==> src/rtl/bcd_scan_mux.sv <==
// bcd_scan_mux: scans NDIG double-buffered BCD digits onto one shared BCD bus.
// The block drives active-low anode enables in step with that bus, with a
// one-cycle dead time between digit slots.
// New digit values move from the shadow buffer into the active buffer only at
// frame boundaries.
// Optional feature macro: LEADING_ZERO_BLANK_EN. When it is defined, digits above
// the most significant nonzero digit are kept dark.
module bcd_scan_mux #(
  parameter int unsigned NDIG     = 4,
  parameter int unsigned PRESCALE = 50000
) (
  input  logic              clk,
  input  logic              rst,
  input  logic              load,
  input  logic [4*NDIG-1:0] digits_in,
  output logic [3:0]        bcd_out,
  output logic [NDIG-1:0]   an_n,
  output logic              frame_done,
  output logic              pending
);

  localparam int unsigned PW = $clog2(PRESCALE);
  localparam int unsigned IW = $clog2(NDIG);

  logic [PW-1:0]      r_presc;
  logic [IW-1:0]      r_idx;
  logic [4*NDIG-1:0]  r_active;
  logic [4*NDIG-1:0]  r_shadow;
  logic               r_pending;
  logic [3:0]         r_bcd;
  logic [NDIG-1:0]    r_an_n;
  logic               r_frame_done;

  logic               w_tick;
  logic               w_wrap;
  logic [3:0]         w_cur_digit;
  logic [NDIG-1:0]    w_lit_an;
  logic               w_dark;

  assign w_tick   = (r_presc == PW'(PRESCALE - 1));
  assign w_wrap   = w_tick && (r_idx == IW'(NDIG - 1));
  assign w_lit_an = ~(NDIG'(1) << r_idx);

  // Select the active-buffer nibble for the digit currently being scanned.
  always_comb begin
    w_cur_digit = 4'h0;
    for (int unsigned i = 0; i < NDIG; i++) begin
      if (IW'(i) == r_idx) w_cur_digit = r_active[4*i +: 4];
    end
  end

`ifdef LEADING_ZERO_BLANK_EN
  logic [NDIG-1:0]   r_blank;
  logic [NDIG-1:0]   w_blank_next;
  logic [4*NDIG-1:0] w_active_next;
  logic              w_seen;

  assign w_active_next = (w_wrap && r_pending) ? r_shadow : r_active;

  // Blank mask from the buffer that becomes active at this boundary.
  // Walk from the top digit down; stop blanking at the first nonzero digit.
  // Digit 0 is never blanked.
  always_comb begin
    w_blank_next = '0;
    w_seen       = 1'b0;
    for (int unsigned k = 0; k < NDIG - 1; k++) begin
      if (w_active_next[4*(NDIG-1-k) +: 4] != 4'h0) w_seen = 1'b1;
      w_blank_next[NDIG-1-k] = !w_seen;
    end
  end

  // Blank mask register, refreshed at each frame boundary.
  always_ff @(posedge clk or posedge rst) begin
    if (rst)         r_blank <= '0;
    else if (w_wrap) r_blank <= w_blank_next;
  end

  assign w_dark = r_blank[r_idx];
`else
  assign w_dark = 1'b0;
`endif

  // Prescaler and digit index; the index advances on each tick and wraps per frame.
  always_ff @(posedge clk or posedge rst) begin
    if (rst) begin
      r_presc <= '0;
      r_idx   <= '0;
    end else begin
      if (w_tick) begin
        r_presc <= '0;
        r_idx   <= w_wrap ? '0 : r_idx + IW'(1);
      end else begin
        r_presc <= r_presc + PW'(1);
      end
    end
  end

  // Double buffer. A load in the boundary cycle still lets the old shadow through
  // to the active buffer. The freshly loaded data then stays pending for one more frame.
  always_ff @(posedge clk or posedge rst) begin
    if (rst) begin
      r_active  <= '0;
      r_shadow  <= '0;
      r_pending <= 1'b0;
    end else begin
      if (w_wrap && r_pending) r_active <= r_shadow;
      if (load) begin
        r_shadow  <= digits_in;
        r_pending <= 1'b1;
      end else if (w_wrap) begin
        r_pending <= 1'b0;
      end
    end
  end

  // Registered display outputs. The tick cycle forces a one-cycle anode dead time,
  // and the BCD bus holds its value during that cycle.
  always_ff @(posedge clk or posedge rst) begin
    if (rst) begin
      r_bcd        <= 4'h0;
      r_an_n       <= '1;
      r_frame_done <= 1'b0;
    end else begin
      r_frame_done <= w_wrap;
      if (w_tick) begin
        r_an_n <= '1;
      end else begin
        r_bcd  <= w_cur_digit;
        r_an_n <= w_dark ? '1 : w_lit_an;
      end
    end
  end

  assign bcd_out    = r_bcd;
  assign an_n       = r_an_n;
  assign frame_done = r_frame_done;
  assign pending    = r_pending;

endmodule

==> config.mk <==
export PLATFORM = sky130hd
export DESIGN_NAME = bcd_scan_mux
export DESIGN_NICKNAME = d
export VERILOG_FILES = /design/src/rtl/bcd_scan_mux.sv
export SDC_FILE = /design/constraint.sdc
export NUM_CORES = 1
export LEC_CHECK = 0
export BUFFER_PORTS_ARGS = -buffer_cell sky130_fd_sc_hd__buf_2
export CAP_MARGIN = 30
export CORE_MARGIN = 1
export CORE_UTILIZATION = 57
export CTS_BUF_LIST = sky130_fd_sc_hd__clkbuf_8 sky130_fd_sc_hd__clkbuf_16
export CTS_CLUSTER_DIAMETER = 60
export CTS_CLUSTER_SIZE = 25
export DETAILED_ROUTE_END_ITERATION = 12
export PLACE_DENSITY = 0.89
export SYNTH_ARGS = -nofsm -noshare
export SYNTH_HDL_FRONTEND = slang
export SYNTH_SLANG_ARGS = --single-unit
export TNS_END_PERCENT = 20
==> constraint.sdc <==
create_clock -name clk -period 2.1 [get_ports clk]
set_input_delay 0.105 -clock clk [delete_from_list [all_inputs] [get_ports clk]]
set_output_delay 0.105 -clock clk [all_outputs]
set_load 0.02 [all_outputs]
# --- Word-level counts from Yosys, hierarchy flattened ---
# Index checks and enable logic that the tools add are counted.
totals:
  register_bits: 60
  inputBits: 19
classes:
  mux: 9
  n_eq_ne: 5
  reduce_logical: 4
  addsub: 2
  shift: 1
  bitwise: 1
ops:
  columns: ["cell", "n"]
  rows:
  - ["two-way mux 4 bit", 5]
  - ["adder 16 x 1 -> 16 bit (second input constant)", 1]
  - ["equality test 16 bit (second input constant)", 1]
  - ["two-way mux 16 bit", 1]
  - ["equality test 2 bit (first input constant)", 2]
  - ["inverter 4 bit", 1]
  - ["left shift 1 x 2 -> 4 bit (first input constant)", 1]
  - ["adder 2 x 1 -> 2 bit (second input constant)", 1]
  - ["equality test 1 x 2 -> 1 bit (first input constant)", 1]
  - ["equality test 2 bit (second input constant)", 1]
  - ["logical AND 1 bit", 2]
  - ["zero test 2 bit", 1]
  - ["two-way mux 1 bit", 2]
  - ["two-way mux 2 bit", 1]
  - ["nonzero test 2 bit", 1]

# --- Logic depth before layout (Yosys ltp) ---
logic_depth:
  ltp_word: 5
  depth_mapped: 8
  depth_no_buf: 6

# --- Least setup slack after synthesis ---
# Ideal clock, no wire load.
synth_path:
  path_type: "reg-to-reg"
  from: "register r_presc[0]"
  to: "register r_active[0]"
  required_ns: 1.975
  arrival_ns: 1.657
  period_less_slack_ns: 1.782
  stages_incl_launch_ff: 8
  path_slack_ns: 0.318
  path_buffers: 2
  cell_sequence: "dfrtp_1 > ha_1 > and4_1 > buf_2 > nand4_2 > nor2_4 > buf_12 > mux2_4"
synth_between:
  elab_chain_len: 3
synth_rtl:
  columns: ["element", "line", "source"]
  rows:
  - ["start: declaration", "25", "logic [PW-1:0] r_presc;"]
  - ["start signal: assignment", "93", "r_presc <= r_presc + PW'(1);"]
  - ["equality test 16 bit", "40", "assign w_tick = (r_presc == PW'(PRESCALE - 1));"]
  - ["logical AND 1 bit", "41", "assign w_wrap = w_tick && (r_idx == IW'(NDIG - 1));"]
  - ["logical AND 1 bit", "106", "if (w_wrap && r_pending) r_active <= r_shadow;"]
  - ["end signal: assignment", "106", null]
  - ["end: declaration", "27", "logic [4*NDIG-1:0] r_active;"]
# Every way passes these cells.
# A chain may end at the register's enable or synchronous reset.

# --- Worst setup path after layout ---
layout_path:
  from: "register r_presc[0]"
  to: "register r_active[14]"
# Same word-level chain as after synthesis.

==> impl_results.md <==
- WL/cell: 16.3 um
- Buf+Inv Stages, Crit Path: 1
- Share of cells above drive strength 1: 0.352
- Cells after Synth: 200
- Ys async rst share: 1.00
- Minimum clock period: 1.88 ns
- # H-tree levels: 3
- Clock Skew: 0.0121 ns
- Crit-path cells: ha_1, and4_1, nand4_2, nor2_4, buf_12, mux2_2
- Slew @ Worst Pin: 0.416 ns
- Congestion Overflow GR: 0
- Rel. slew slack: 0.722
- Syn Area/Cell: 13.1 um^2
- Vias in the first global route: 1802
- DP Area: 2830 um^2
- DP HPWL: 3.21 mm
- Power per cell area: 794 nW/um^2
- Starting DRT DRC Count: 115
- Outcome: completed
- Comb pwr share: 0.038
- EDFF count, synth: 0
- Crit path max fanout: 16
- Initial antenna violation count: 0
- Post_cts resized: 0
- Die area: 4870 um^2
- Slowest cell on crit path: dfrtp_1
- Number of routed nets with antenna violations: 0
- Total wire length: 4.87 mm
- Tot Pwr: 2490 uW
- Core ar.: 4380 um^2
- Global-route wire length before repair: 8.59 mm
- Yosys warning total: 0
- Maximum clock rate: 533 MHz
- Hold_buf cts: 7
- Total GRT Usage: 0.234
- N_diodes: 0
- CP endpoint kind: register
- Post-route cell area: 3140 um^2
- Register area share after synthesis: 0.576
- CTS tree: built
- IO Count: 29
- Delay-heaviest family, CP: simple AND/OR/NAND/NOR gates
- Storage cell area: 1510 um^2
- Initial Util: 0.597
- Yosys reg bits: 60
- Row count: 24
- Root buffer cell: clkbuf_8
- Final Hold Vio Count: 0
- Die Y: 69.8 um
- Pre-antenna DRT Iters: 4
- RSZ-0062 raised after global routing: false
- Largest net degree at the start of global routing: 61
- CP Class: reg2reg
- Utilization of the core after routing: 0.716
- Critical path launch point type: register
- Port Buffers: 28
- Footprint of the multi-input gates: 1030 um^2
- Vias per std cell: 5.68
- Fill count: 295
- Max Root-Sink Buffers: 2
- Vias: 1698
- R2r setup slk: 0.22 ns
- TritonCTS buffer count: 9
- CP peak stage delay: 0.39 ns
- Clock Latency Late Sink: 0.33 ns
- P_leak: 0.00145 uW
- Period utilization: 0.893
- CP Data Arrival Time: 2.09 ns
- Clock share of power: 0.478
- Seq pwr share: 0.483
- Final #Nets: 267
- Min-delay worst type: in2reg
- Yosys cell types: 34
- Sum Neg Setup Slack: 0 ns
- P_sw: 490 uW
- Main synth FF type: dfrtp_1
- Peak supply drop: 0.871 mV
- Setup violations, final: 0
- Syn nets: 224
- Worst-path clk slew: 0.07 ns
- Maxcap violations: 0
- Slew Viols, Final: 0
- DRC: 0
- Gp weighted congestion: 0.825
- Sw Ratio: 0.197
- DIE WIDTH: 69.8 um
- # clock sinks: 60
- Post-CTS setup buffers: 0
- Internal power: 2000 uW
- Mapped Area: 2620 um^2
- Syn-to-layout area delta: 20.0%
- Required time of the critical path: 2.32 ns
worst paths after layout:
check | end | start | cells past startpoint
worst max-delay path | r_active[14] | r_presc[0] | 6
worst min-delay path | r_shadow[2] | digits_in[2] | 2
worst max register to register | r_active[14] | r_presc[0] | 6
worst min register to register | r_presc[0] | r_presc[0] | 1
max in group asynchronous | an_n[3] | rst | 4
min in group asynchronous | r_presc[5] | rst | 4
synth_stat cells, drive strengths merged (3+ instances only):
master | count | share of area
buf | 6 | 0.016
dfstp | 4 | 0.040
nand4 | 8 | 0.022
xnor2 | 7 | 0.023
a22oi | 4 | 0.011
ha | 5 | 0.024
dfrtp | 56 | 0.54
inv | 9 | 0.013
a221o | 4 | 0.015
a21oi | 4 | 0.0077
nand2 | 14 | 0.020
xor2 | 6 | 0.020
nand3 | 6 | 0.011
nor2 | 11 | 0.019
and4 | 3 | 0.010
o21ai | 7 | 0.013
mux2 | 32 | 0.15
layout make-up:
cell class              count  area share
well taps                  52      0.0207
clock buffers              12      0.0526
repair buffers             40      0.0876
flip-flops and latches     60       0.480
inverters                   9      0.0108
multi-input cells         123       0.327
clock inverters             3      0.0219
metrics by stage:
stage / hold slack, ns / cells / setup slack [ns]
after floorplan: 0.257 / 200 / 0.318
after CTS: 0.0000156 / 298 / 0.233
after global placement: 0.180 / 276 / 0.314
after detailed placement: 0.181 / 276 / 0.229
final: 0.00882 / 299 / 0.225
after global routing: 0.00231 / 299 / 0.0474
cells in the final DEF (no fill, tap or decap), types with 3 or more instances in the layout:
| master | netlist | final |
|---|---|---|
| dfrtp_1 | 56 | 56 |
| buf_2 | 3 | 28 |
| xor2_1 | 6 | 6 |
| clkbuf_8 | 0 | 12 |
| a221o_1 | 4 | 4 |
| dlygate4sd3_1 | 0 | 8 |
| nor2_1 | 10 | 10 |
| nand2_1 | 14 | 14 |
| xnor2_1 | 7 | 7 |
| and4_1 | 3 | 3 |
| dfstp_2 | 4 | 4 |
| o21ai_0 | 6 | 6 |
| a22oi_1 | 4 | 4 |
| inv_1 | 9 | 8 |
| nand4_1 | 7 | 7 |
| nand3_1 | 6 | 6 |
| mux2_4 | 10 | 10 |
| mux2_2 | 21 | 21 |
| a21oi_1 | 4 | 4 |
| ha_1 | 5 | 5 |
metal layers:
metal | vias up | wire length (um) | GRT usage
met5 | - | 0 | 0
li1 | 786 | - | -
met2 | 51 | 2420 | 0.376
met4 | 0 | 138 | 0.113
met1 | 848 | 2130 | 0.294
met3 | 13 | 184 | 0.0625
registers in the layout, indices dropped and copies added (netlist names):
| register | flops |
|---|---|
| an_n | 4 |
| r_active | 16 |
| bcd_out | 4 |
| r_shadow | 16 |
| r_idx | 2 |
| r_presc | 16 |
| pending | 1 |
| frame_done | 1 |
power by group through the flow:
stage	Sequential [uW]	Combinational, uW	Clock (uW)
CTS	1210	95.4	1200
finish	1200	94.9	1190
floorplan	1220	54.8	0
detailed placement	1230	85.1	0
global route	1210	106	1260
global placement	1220	80.7	0
cells by family after synthesis:
logic type               synth area share
XOR/XNOR                           0.0435
adder cells (fa/ha/maj)            0.0239
AO/OA/AOI/OAI                      0.0507
AND/OR/NAND/NOR                     0.122
buffers and inverters              0.0320
multiplexers                        0.152
flip-flops                          0.576
(Power assumes the default switching activity.)
